`src/rtl/regbank_wb_ctrl.sv`:
```
// Purpose: write-back arbiter and pending-write scoreboard for the 32x32 register bank.
// Latency: a vld&&rdy transfer in cycle N drives ENA_WRITE/WRITE_REG/WRITE_DATA in N+1; stall is combinational.
// Backpressure: the requester losing arbitration sees rdy=0 and holds its request; nothing is buffered here.
//
// Optional build macro RR_ARB_EN: contention is granted alternately instead of load-first.
// Ports:
//   CLK, aRSTn                      clock (rising edge) and async active-low reset
//   alu_vld/alu_rdy/alu_reg/alu_data ALU write-back request
//   ld_vld/ld_rdy/ld_reg/ld_data     load-unit write-back request
//   dec_set_vld/dec_set_reg          decode marks a destination register as pending
//   rs1, rs2 -> stall                decode read ports and RAW hazard flag
//   ENA_WRITE/WRITE_REG/WRITE_DATA   registered register-bank write port
//   pending                          scoreboard vector (debug)
module regbank_wb_ctrl #(
    parameter int SIZE = 32,
    parameter int NREG = 32,
    parameter int AW   = 5
) (
    input  logic            CLK,
    input  logic            aRSTn,
    input  logic            alu_vld,
    output logic            alu_rdy,
    input  logic [AW-1:0]   alu_reg,
    input  logic [SIZE-1:0] alu_data,
    input  logic            ld_vld,
    output logic            ld_rdy,
    input  logic [AW-1:0]   ld_reg,
    input  logic [SIZE-1:0] ld_data,
    input  logic            dec_set_vld,
    input  logic [AW-1:0]   dec_set_reg,
    input  logic [AW-1:0]   rs1,
    input  logic [AW-1:0]   rs2,
    output logic            stall,
    output logic            ENA_WRITE,
    output logic [AW-1:0]   WRITE_REG,
    output logic [SIZE-1:0] WRITE_DATA,
    output logic [NREG-1:0] pending
);

    logic            alu_gnt;
    logic            ld_gnt;
    logic            xfer_vld;
    logic [AW-1:0]   xfer_reg;
    logic [SIZE-1:0] xfer_data;

    logic            ena_q,   ena_d;
    logic [AW-1:0]   wreg_q,  wreg_d;
    logic [SIZE-1:0] wdata_q, wdata_d;
    logic [NREG-1:0] pend_q,  pend_d;

`ifdef RR_ARB_EN
    // ptr_q=1 means the load unit wins the next contended cycle; reset favours the ALU.
    logic ptr_q, ptr_d;

    always_comb begin
        ld_gnt  = 1'b0;
        alu_gnt = 1'b0;
        if (alu_vld && ld_vld) begin
            ld_gnt  = ptr_q;
            alu_gnt = ~ptr_q;
        end else begin
            ld_gnt  = ld_vld;
            alu_gnt = alu_vld;
        end
    end

    // Any grant hands priority to the other requester.
    always_comb begin
        ptr_d = ptr_q;
        if (alu_gnt) begin
            ptr_d = 1'b1;
        end else if (ld_gnt) begin
            ptr_d = 1'b0;
        end
    end

    always_ff @(posedge CLK or negedge aRSTn) begin
        if (!aRSTn) begin
            ptr_q <= 1'b0;
        end else begin
            ptr_q <= ptr_d;
        end
    end
`else
    // Load has fixed priority; the ALU may wait indefinitely under back-to-back loads.
    always_comb begin
        ld_gnt  = ld_vld;
        alu_gnt = alu_vld & ~ld_vld;
    end
`endif

    assign alu_rdy = alu_gnt;
    assign ld_rdy  = ld_gnt;

    assign xfer_vld  = alu_gnt | ld_gnt;
    assign xfer_reg  = ld_gnt ? ld_reg  : alu_reg;
    assign xfer_data = ld_gnt ? ld_data : alu_data;

    // Writes to r0 are accepted and dropped; the write port keeps its last reg/data.
    always_comb begin
        ena_d   = xfer_vld && (xfer_reg != '0);
        wreg_d  = ena_d ? xfer_reg  : wreg_q;
        wdata_d = ena_d ? xfer_data : wdata_q;
    end

    // Clear the register committing this cycle first so a same-edge set survives.
    always_comb begin
        pend_d = pend_q;
        if (ena_q) begin
            pend_d[wreg_q] = 1'b0;
        end
        if (dec_set_vld) begin
            pend_d[dec_set_reg] = 1'b1;
        end
        pend_d[0] = 1'b0;
    end

    always_ff @(posedge CLK or negedge aRSTn) begin
        if (!aRSTn) begin
            ena_q   <= 1'b0;
            wreg_q  <= '0;
            wdata_q <= '0;
            pend_q  <= '0;
        end else begin
            ena_q   <= ena_d;
            wreg_q  <= wreg_d;
            wdata_q <= wdata_d;
            pend_q  <= pend_d;
        end
    end

    // No bypass: a register whose write is on the port this cycle still stalls.
    assign stall = ((rs1 != '0) && pend_q[rs1]) || ((rs2 != '0) && pend_q[rs2]);

    assign ENA_WRITE  = ena_q;
    assign WRITE_REG  = wreg_q;
    assign WRITE_DATA = wdata_q;
    assign pending    = pend_q;

endmodule

```
`config.mk`:
```
export PLATFORM = sky130hd
export DESIGN_NAME = regbank_wb_ctrl
export DESIGN_NICKNAME = d
export VERILOG_FILES = /design/src/rtl/regbank_wb_ctrl.sv
export SDC_FILE = /design/constraint.sdc
export NUM_CORES = 1
export LEC_CHECK = 0
export ABC_AREA = 1
export CORE_ASPECT_RATIO = 0.8
export CORE_MARGIN = 5
export CORE_UTILIZATION = 40
export DETAILED_ROUTE_END_ITERATION = 16
export PLACE_DENSITY = 0.76
export SYNTH_ARGS = -nofsm -noshare
export SYNTH_HDL_FRONTEND = slang
export SYNTH_SLANG_ARGS = --single-unit
```
`constraint.sdc`:
```
create_clock -name CLK -period 1.6 [get_ports CLK]
set_input_delay 0.24 -clock CLK [delete_from_list [all_inputs] [get_ports CLK]]
set_output_delay 0.24 -clock CLK [all_outputs]
set_load 0.02 [all_outputs]
```
==> reports/qor.csv <==
stage,metric,value,unit
run_status,status,"complete, but fails checks",
run_status,failing checks,setup timing,
sta,fmax,567,MHz
floorplan,Die H,98.7,um
placement,dpl ws,-0.837,ns
clocking,total CTS buffers,9,
detailed_routing,Iteration-0 DRC Markers,255,
setup_path,"Slowest-stage cell, CP",dfrtp_1,
synth,"Seq/Total Area, Yosys",43.9,%
placement,placed instance area,6080,um2
sta,RSZ-0062 raised after global routing,yes,
sta,Setup-failing EPs final,1,
synth,post-synthesis mux area share,9.17,%
sta,Setup TNS,-0.163,ns
setup_path,Crit. End Element,output pin,
setup_path,crit-path max FO,4,
synth,Mapped Cells,530,
floorplan,die area,11900,um2
setup_path,Critical Path AT,1.52,ns
sta,fin crit share,110,%
floorplan,I/O pins,167,
global_routing,GRT Total Usage,23.8,%
synth,Post-Synth Adder-Cell Area,0,%
floorplan,Core Box Area,9610,um2
detailed_routing,Via density,5.11,
final_layout,Antenna diodes,0,
final_layout,area grow syn2layout,62.1,%
synth,Simple-Gate Fraction of Synth Area,28.6,%
setup_path,CP Class,flop to output pin,
detailed_routing,routed wire length,13900,um
synth,Seq cells post-synth,69,
setup_path,critical path data required time,1.36,ns
power_and_ir_drop,Pwr Total,8020,uW
final_layout,"commonest non-fill, non-tap cell in the layout",nand2_1,
detailed_routing,drt wl/cell,16.1,um
synth,Post-Syn Area,3930,um2
sta,final hold vios,0,
clocking,Clock Latency Late Sink,0.33,ns
clocking,CTS Buffer Depth,2,
setup_path,crit-path cells,nand2_1 -> nand2_1 -> nand2_1 -> nand2_1 -> nand2_1 -> nand2_1 -> inv_1 -> nand2_1 -> nand2_1 -> nand2_1 -> inv_1 -> nand2_2 -> buf_6,
final_layout,layout cells sized above 1,15.7,%
placement,Placer Congestion,0.881,
synth,main combinational cell family by area after synthesis,simple AND/OR/NAND/NOR gates,
synth,Synth warnings,0,
clocking,CTS sink count,69,
clocking,"Clk pin slew, worst setup/hold paths",0.06,ns
sta,crit path time final,1.76,ns
clocking,CTS root buf,clkbuf_16,
synth,main area contributors after synthesis,"dfrtp_1, nand2_1, mux2_2",
clocking,H-tree levels,3,
power_and_ir_drop,Lkg Pwr,0.00316,uW
detailed_routing,Initial DRT Pass Iterations,5,
clocking,CTS tree,yes,
final_layout,most frequent cells in the layout,"nand2_1, clkdlybuf4s50_1, o21ai_0",
detailed_routing,total number of vias,4423,
final_layout,Final Cell Area,6370,um2
floorplan,cell row count,32,
setup_path,delay of the slowest cell on the worst path,0.42,ns
detailed_routing,post-route DRC violation count,0,
synth,Yosys top cell by area,dfrtp_1,
floorplan,Die X,121,um
synth,post-synth cell types,15,
final_layout,nets@finish,835,
synth,Synthesized Nets,624,
sta,max-slew violations,0,
synth,Yosys top cell area share,43.9,%
global_routing,initial antenna violation count,0,
global_routing,largest net degree at the start of global routing,25,
min_path,hold crit path type,input port to async pin,
detailed_routing,Post-DRT Antenna Nets,0,
setup_path,crit path buf inv count,3,
global_routing,first-pass GRT wire length,22500,um
placement,I/O Buffers,165,
synth,Post-Synth XOR/XNOR Area,0,%
synth,Compound-Gate Fraction of Synth Area,9.39,%
floorplan,initial cell density of the core,40.9,%
global_routing,vias in the first global route,4604,
sta,final setup margin,-0.163,ns
global_routing,GR Overflow Total,0,
power_and_ir_drop,Pwr per Cell Area,1260,nW/um2
run,max-cap violation count,0,
setup_path,Worst setup SP type,flop,
sta,Setup Skew,0.00800,ns
setup_path,CP top delay family,simple AND/OR/NAND/NOR gates,
power_and_ir_drop,worst vdd ir,0.582,mV
synth,post-synthesis average cell area,7.42,um2
setup_path,crit-path most repeated cell,nand2_1,
placement,HPWL Detailed,11200,um
-- report_power, final --
group,switching (uW),internal [uW],leakage [uW]
logic,1920,1610,0.00221
clock network,717,1240,0.000143
registers,327,2200,0.000804
-- cells by family (layout without fill, tap and decap cells) --
group	Yosys count	after routing
other	1	1
buffers and inverters	77	293
AOI/OAI and AO/OA	73	73
muxes	32	32
DFF	69	69
and+or+nand+nor	278	278
-- repair_timing --
action,in CTS,in global routing
pin swaps,3,7
resized for setup,55,9
endpoints found under the setup margin,39,4
hold endpoints to repair,14,0
buffers inserted,0,1
hold buffers,1,0
-- layer usage --
| metal | vias up | wire length [um] | global-route usage (%) |
|---|---|---|---|
| met3 | 21 | 1230 | 8.03 |
| li1 | 2122 | - | - |
| met5 | - | 0 | 0 |
| met1 | 2101 | 5650 | 28.7 |
| met4 | 0 | 277 | 7.14 |
| met2 | 179 | 6760 | 40.3 |
-- layout make-up --
class	count	area (um2)
fill	802	3240
timing repair buffer	222	2130
multi-input combinational	384	1870
sequential	69	1730
clock buffer	12	246
inverter	55	206
tap	119	149
clock inverter	4	47.5
-- registers in the layout, indices dropped and copies added, names as in the netlist --
signal,flops
pending,31
WRITE_REG,5
ENA_WRITE,1
WRITE_DATA,32
-- cells in the mapped netlist --
cell     count
buf_4        2
conb_1       1
dfrtp_1     69
o21ai_2      1
buf_6        4
o21ai_1      2
inv_2        1
nand4_1      1
o21ai_0     70
buf_2       16
mux2_2      32
nand2_1    209
inv_1       54
nand3_1     62
nor2_1       6
-- path summary, 6_finish.rpt --
path,from,to,slack [ns],cells past startpoint
min,aRSTn,WRITE_DATA[13],0.40,2
max reg2reg,WRITE_REG[0],pending[26],0.22,4
min in group CLK,ld_vld,WRITE_REG[4],0.47,3
max in group asynchronous,aRSTn,pending[7],0.65,3
max,pending[5],stall,-0.16,13
min reg2reg,WRITE_DATA[29],WRITE_DATA[29],0.48,2
-- metrics by stage --
step	instances	util, %	hold WS [ns]
6_report	865	66.3	0.403
5_1_grt	865	66.3	0.435
4_1_cts	864	66.1	0.418
3_5_place_dp	847	63.3	0.205
3_3_place_gp	847	63.3	0.210
2_1_floorplan	530	-	-0.0556
No activity file was read; power rests on OpenSTA's default activity.
